==> src/rtl/crop_pkg.sv <==
// Shared defaults, types and FSM encoding for the streaming crop stage.
package crop_pkg;

    localparam int DFLT_DATA_W   = 16;
    localparam int DFLT_IN_ROWS  = 100;
    localparam int DFLT_IN_COLS  = 160;
    localparam int DFLT_OUT_ROWS = 48;
    localparam int DFLT_OUT_COLS = 48;

    localparam int DFLT_ROW_W = $clog2(DFLT_IN_ROWS);
    localparam int DFLT_COL_W = $clog2(DFLT_IN_COLS);
    localparam int OUT_PIX    = DFLT_OUT_ROWS * DFLT_OUT_COLS;
    localparam int CNT_W      = $clog2(OUT_PIX + 1);

    typedef logic [DFLT_DATA_W-1:0] pixel_t;

    typedef enum logic [1:0] {
        IDLE,
        RUN,
        DRAIN,
        DONE
    } crop_state_t;

endpackage

==> src/rtl/crop_out_reg.sv <==
// One-deep valid/ready output register; a load may coincide with a pop.
module crop_out_reg
    import crop_pkg::*;
#(
    parameter int DATA_W = DFLT_DATA_W
) (
    input  logic              clk,
    input  logic              rst_n,
    input  logic              load,
    input  logic [DATA_W-1:0] load_data,
    output logic [DATA_W-1:0] out_data,
    output logic              out_valid,
    input  logic              out_ready
);

    // Upstream only loads when the slot is empty or being popped, so a load
    // never overwrites an unaccepted beat.
    always_ff @(posedge clk or negedge rst_n) begin
        if (!rst_n) begin
            out_data  <= '0;
            out_valid <= 1'b0;
        end else if (load) begin
            out_data  <= load_data;
            out_valid <= 1'b1;
        end else if (out_valid && out_ready) begin
            out_valid <= 1'b0;
        end
    end

endmodule

==> src/rtl/image_crop_stream.sv <==
// Streaming crop: forwards the OUT_ROWSxOUT_COLS window of a raster frame,
// accepting and dropping every pixel outside it.
module image_crop_stream
    import crop_pkg::*;
#(
    parameter int DATA_W   = DFLT_DATA_W,
    parameter int IN_ROWS  = DFLT_IN_ROWS,
    parameter int IN_COLS  = DFLT_IN_COLS,
    parameter int OUT_ROWS = DFLT_OUT_ROWS,
    parameter int OUT_COLS = DFLT_OUT_COLS,
    parameter int ROW_W    = $clog2(IN_ROWS),
    parameter int COL_W    = $clog2(IN_COLS)
) (
    input  logic              ap_clk,
    input  logic              ap_rst_n,
    input  logic              ap_start,
    output logic              ap_done,
    output logic              ap_idle,
    output logic              ap_ready,
    input  logic [ROW_W-1:0]  crop_y,
    input  logic [COL_W-1:0]  crop_x,
    input  logic [DATA_W-1:0] img_in_TDATA,
    input  logic              img_in_TVALID,
    output logic              img_in_TREADY,
    output logic [DATA_W-1:0] crop_out_TDATA,
    output logic              crop_out_TVALID,
    input  logic              crop_out_TREADY
);

    localparam int WIN_CNT_W = $clog2(OUT_ROWS * OUT_COLS + 1);

    localparam logic [ROW_W-1:0] Y_MAX    = ROW_W'(IN_ROWS - OUT_ROWS);
    localparam logic [COL_W-1:0] X_MAX    = COL_W'(IN_COLS - OUT_COLS);
    localparam logic [ROW_W-1:0] LAST_ROW = ROW_W'(IN_ROWS - 1);
    localparam logic [COL_W-1:0] LAST_COL = COL_W'(IN_COLS - 1);
    localparam logic [ROW_W:0]   WIN_ROWS = (ROW_W+1)'(OUT_ROWS);
    localparam logic [COL_W:0]   WIN_COLS = (COL_W+1)'(OUT_COLS);

    crop_state_t state, next_state;

    logic [ROW_W-1:0]     y0, in_row;
    logic [COL_W-1:0]     x0, in_col;
    logic [WIN_CNT_W-1:0] out_cnt;
    logic                 start, in_xfer, in_win, last_pix, load;
    logic                 row_in, col_in;

    assign start         = (state == IDLE) && ap_start;
    assign img_in_TREADY = (state == RUN) && (!crop_out_TVALID || crop_out_TREADY);
    assign in_xfer       = img_in_TVALID && img_in_TREADY;

    // One extra bit keeps origin + window size from wrapping.
    assign row_in = ({1'b0, in_row} >= {1'b0, y0}) &&
                    ({1'b0, in_row} <  ({1'b0, y0} + WIN_ROWS));
    assign col_in = ({1'b0, in_col} >= {1'b0, x0}) &&
                    ({1'b0, in_col} <  ({1'b0, x0} + WIN_COLS));
    assign in_win   = row_in && col_in;
    assign last_pix = (in_row == LAST_ROW) && (in_col == LAST_COL);
    assign load     = in_xfer && in_win;

    always_ff @(posedge ap_clk or negedge ap_rst_n) begin
        if (!ap_rst_n) begin
            state <= IDLE;
        end else begin
            state <= next_state;
        end
    end

    always_comb begin
        next_state = state;
        ap_done    = 1'b0;
        ap_ready   = 1'b0;
        ap_idle    = 1'b0;
        unique case (state)
            IDLE: begin
                ap_idle = 1'b1;
                if (ap_start) next_state = RUN;
            end
            RUN: begin
                if (in_xfer && last_pix) next_state = DRAIN;
            end
            DRAIN: begin
                // Leave as soon as the final beat is gone or leaving now.
                if (!crop_out_TVALID || crop_out_TREADY) next_state = DONE;
            end
            DONE: begin
                ap_done    = 1'b1;
                ap_ready   = 1'b1;
                next_state = IDLE;
            end
            default: next_state = IDLE;
        endcase
    end

    always_ff @(posedge ap_clk or negedge ap_rst_n) begin
        if (!ap_rst_n) begin
            y0      <= '0;
            x0      <= '0;
            in_row  <= '0;
            in_col  <= '0;
            out_cnt <= '0;
        end else if (start) begin
            y0      <= (crop_y > Y_MAX) ? Y_MAX : crop_y;
            x0      <= (crop_x > X_MAX) ? X_MAX : crop_x;
            in_row  <= '0;
            in_col  <= '0;
            out_cnt <= '0;
        end else if (in_xfer) begin
            if (in_col == LAST_COL) begin
                in_col <= '0;
                in_row <= in_row + 1'b1;
            end else begin
                in_col <= in_col + 1'b1;
            end
            if (in_win) out_cnt <= out_cnt + 1'b1;
        end
    end

    crop_out_reg #(
        .DATA_W (DATA_W)
    ) u_out_reg (
        .clk       (ap_clk),
        .rst_n     (ap_rst_n),
        .load      (load),
        .load_data (img_in_TDATA),
        .out_data  (crop_out_TDATA),
        .out_valid (crop_out_TVALID),
        .out_ready (crop_out_TREADY)
    );

endmodule

==> config.mk <==
export PLATFORM = sky130hd
export DESIGN_NAME = image_crop_stream
export DESIGN_NICKNAME = d
export VERILOG_FILES = /design/src/rtl/crop_pkg.sv /design/src/rtl/crop_out_reg.sv /design/src/rtl/image_crop_stream.sv
export SDC_FILE = /design/constraint.sdc
export NUM_CORES = 1
export LEC_CHECK = 0
export ABC_AREA = 1
export BUFFER_PORTS_ARGS = -buffer_cell sky130_fd_sc_hd__buf_2
export CELL_PAD_IN_SITES_DETAIL_PLACEMENT = 1
export CELL_PAD_IN_SITES_GLOBAL_PLACEMENT = 2
export CORE_ASPECT_RATIO = 0.8
export CORE_MARGIN = 2
export CORE_UTILIZATION = 32
export CTS_CLUSTER_SIZE = 20
export DETAILED_ROUTE_END_ITERATION = 10
export PLACE_DENSITY = 0.89
export SLEW_MARGIN = 5
export SYNTH_ARGS = -nofsm -noshare
export SYNTH_HDL_FRONTEND = slang
export SYNTH_HIERARCHICAL = 1
export SYNTH_SLANG_ARGS = --single-unit
==> constraint.sdc <==
create_clock -name ap_clk -period 2.4 [get_ports ap_clk]
set_input_delay 0.12 -clock ap_clk [delete_from_list [all_inputs] [get_ports ap_clk]]
set_output_delay 0.12 -clock ap_clk [all_outputs]
set_load 0.02 [all_outputs]
==> impl_metrics.yaml <==
synthesis:
  yosysWarnings: 6
  synth_area_per_cell_um2: 7.771
  synth-edff-count: 0
  ys_seq_area_frac: 0.4015
  yosys-top-cells-area: "dfrtp_1 (40%), nand2_1 (16%), ha_1 (12%), inv_1 (5.9%), nand3_1 (4.3%)"
  ys_seq_elements: 49
  synth_common_cells: "nand2_1 (129), dfrtp_1 (49), inv_1 (48)"
  synth_largest_area_cell: "dfrtp_1"
  synth_top_area_frac: 0.4015
  syn_area_um2: 3054
  async_flop_share: 1.000
  yosys.cell_count.top_type: "nand2_1"
  syn-instance-count: 393
  syn-num-nets: 459
  synth_ff_type: "dfrtp_1"
  synth_cell_type_count: 34
drt:
  drt_iter0_markers: 55
  drt-pass1-iter-count: 4
  wl_mm: 7.972
  vias_per_cell: 4.821
  wire_per_inst_um: 13.86
  vias: 2772
  antenna_left: 0
  route.detailed.drc: 0
floorplan:
  die_y_um: 91.38
  coreArea_um2: 9154
  start_util: 0.3337
  row_count: 31
  pin_count: 57
  die_w_um: 113.2
  design.die.area_um2: 10350
placement:
  portBuffers: 56
  gp_congestion: 0.7783
  placed_cells: 561
  hpwl_mm: 6.030
global_route:
  gr-total-overflow: 0
  grt_pass1_vias: 2880
  antenna_found_initial: 0
  grtUsageTotal: 0.1635
  grt_max_degree: 28
  grt_pass1_wl_mm: 13.71
critical_path:
  ff2ff_setup_slack_ps: 210
  slowest_delay_ps: 400
  worstPathRequired_ps: 2630
  crit_chain: "inv_1 -> ha_2 -> xor2_1 -> ha_1 -> nand2_1 -> nand2_1 -> nand3_1 -> nand2_1 -> nor2_2 -> nand3_2 -> nor2_4 -> buf_12 -> buf_4 -> nand2_1 -> nand2_1"
  critPathLaunchType: "flip-flop"
  critPathBufInv: 3
  cp.arrival_ps: 2430
  critPathCaptureType: "flip-flop"
  path_class: "reg -> reg"
  path_common_cell: "nand2_1"
  cp_max_fo: 9
  cp_slowest_cell: "dfrtp_1"
  crit_family: "simple AND/OR/NAND/NOR gates"
cts:
  htreeDepth: 2
  clk_pin_slew_ps: 80
  clk_path_buf_depth: 2
  cts-root-buf: "clkbuf_16"
  clock-sinks: 49
  cts_buffers: 5
  cts_tree: "built"
  clock_latency_ps: 290
min_path:
  hold_class: "in -> reg"
sta:
  worst_pin_slew_ps: 544.3
  hold_viol: 0
  final.period_utilization: 0.9136
  slew-limit-headroom: 0.6354
  slew_viol_final: 0
  finalSetupViolations: 0
  hold_slack_ps: 23.86
  timing.fmax_mhz: 456.1
  tns_ps: 0
  worst_clock_skew_ps: 10.13
  final_period_minus_worst_setup_slack_ps: 2193
  rsz0062_at_grt: "no"
run_status:
  status: "complete, no violations"
power:
  leakage_uw: 0.002071
  p_per_area_nw_per_um2: 951.8
  finalPower_uw: 3513
  irDropWorstVdd_mv: 0.3958
final_layout:
  final_nets: 525
  stdcell_count: 575
  antenna_cells: 0
  drive_gt1_frac: 0.2043
  syn_to_final_growth_pct: 20.85
job:
  drv_cap: 0
logic make-up after synthesis:
family,Yosys count,share of synthesized area
buffers and inverters,60,0.09053
AO/OA/AOI/OAI,43,0.07825
adder cells (fa/ha/maj),30,0.1229
flip-flops,49,0.4015
AND/OR/NAND/NOR,203,0.2839
XOR/XNOR,8,0.02294
cell usage in the layout (no fill, tap or decap), types with 6 or more instances in the layout:
cell,netlist,layout
nand2_1,129,129
clkbuf_16,0,6
buf_4,1,8
nand2_2,6,6
xor2_1,7,7
o21ai_0,15,15
a21oi_1,12,12
inv_1,48,47
dfrtp_1,49,49
ha_1,30,29
buf_2,3,56
nand3_1,26,25
nor2_1,28,26
sequential cells by signal, summed over array words and instances, names as in the netlist:
signal / cells
u_out_reg/out_data: 16
in_col: 8
x0: 8
in_row: 7
y0: 7
state: 2
u_out_reg/out_valid: 1
metal layers:
layer | routed length (um) | global-route usage | up-vias
met5 | 0 | 0 | -
met4 | 53 | 0.02744 | 0
met3 | 260 | 0.03004 | 6
met2 | 3888 | 0.2869 | 35
met1 | 3769 | 0.2128 | 1353
li1 | - | - | 1378
layout make-up:
| type | count | area (um^2) |
|---|---|---|
| fill | 1168 | 5463 |
| multi-input combinational | 284 | 1569 |
| sequential | 49 | 1226 |
| timing repair buffer | 67 | 395.4 |
| inverter | 52 | 202.7 |
| tap | 115 | 143.9 |
| clock buffer | 5 | 125.1 |
| clock inverter | 3 | 28.78 |
path summary, 6_finish.rpt:
| path | depth (start not counted) | end | startpoint |
|---|---|---|---|
| setup / recovery | 15 | u_out_reg/out_data[12] | x0[5] |
| hold / removal | 3 | u_out_reg/out_data[7] | img_in_TDATA[7] |
| setup reg to reg | 15 | u_out_reg/out_data[12] | x0[5] |
| hold reg to reg | 2 | u_out_reg/out_data[4] | u_out_reg/out_data[4] |
| max in group asynchronous | 3 | x0[7] | ap_rst_n |
| min in group asynchronous | 2 | u_out_reg/out_data[2] | ap_rst_n |
repair_timing:
action | CTS | global route
hold endpoints to repair | 12 | 0
setup buffers | 0 | 4
hold buffers | 1 | 0
resized for setup | 0 | 6
endpoints found under the setup margin | 0 | 17
tightest hold or removal path: stages:
cell and delay, ps:
buf_2 70, nand2_1 40, nand2_1 50
through the flow:
step	cell area, um^2	utilization	setup WS (ps)
floorplan	3054	-	392.4
global placement	3455	0.3774	291.7
CTS	3618	0.3953	108.0
global route	3691	0.4032	7.956
detailed placement	3455	0.3774	198.3
finish	3691	0.4032	207.3
where the power goes:
group	internal, uW	total (uW)	switching (uW)	leakage, uW
combinational	596	1570	973	0.00135
sequential	1030	1200	172	0.000648
clock	400	744	344	0.0000763
Note: power is estimated with default switching activity, not from simulation.
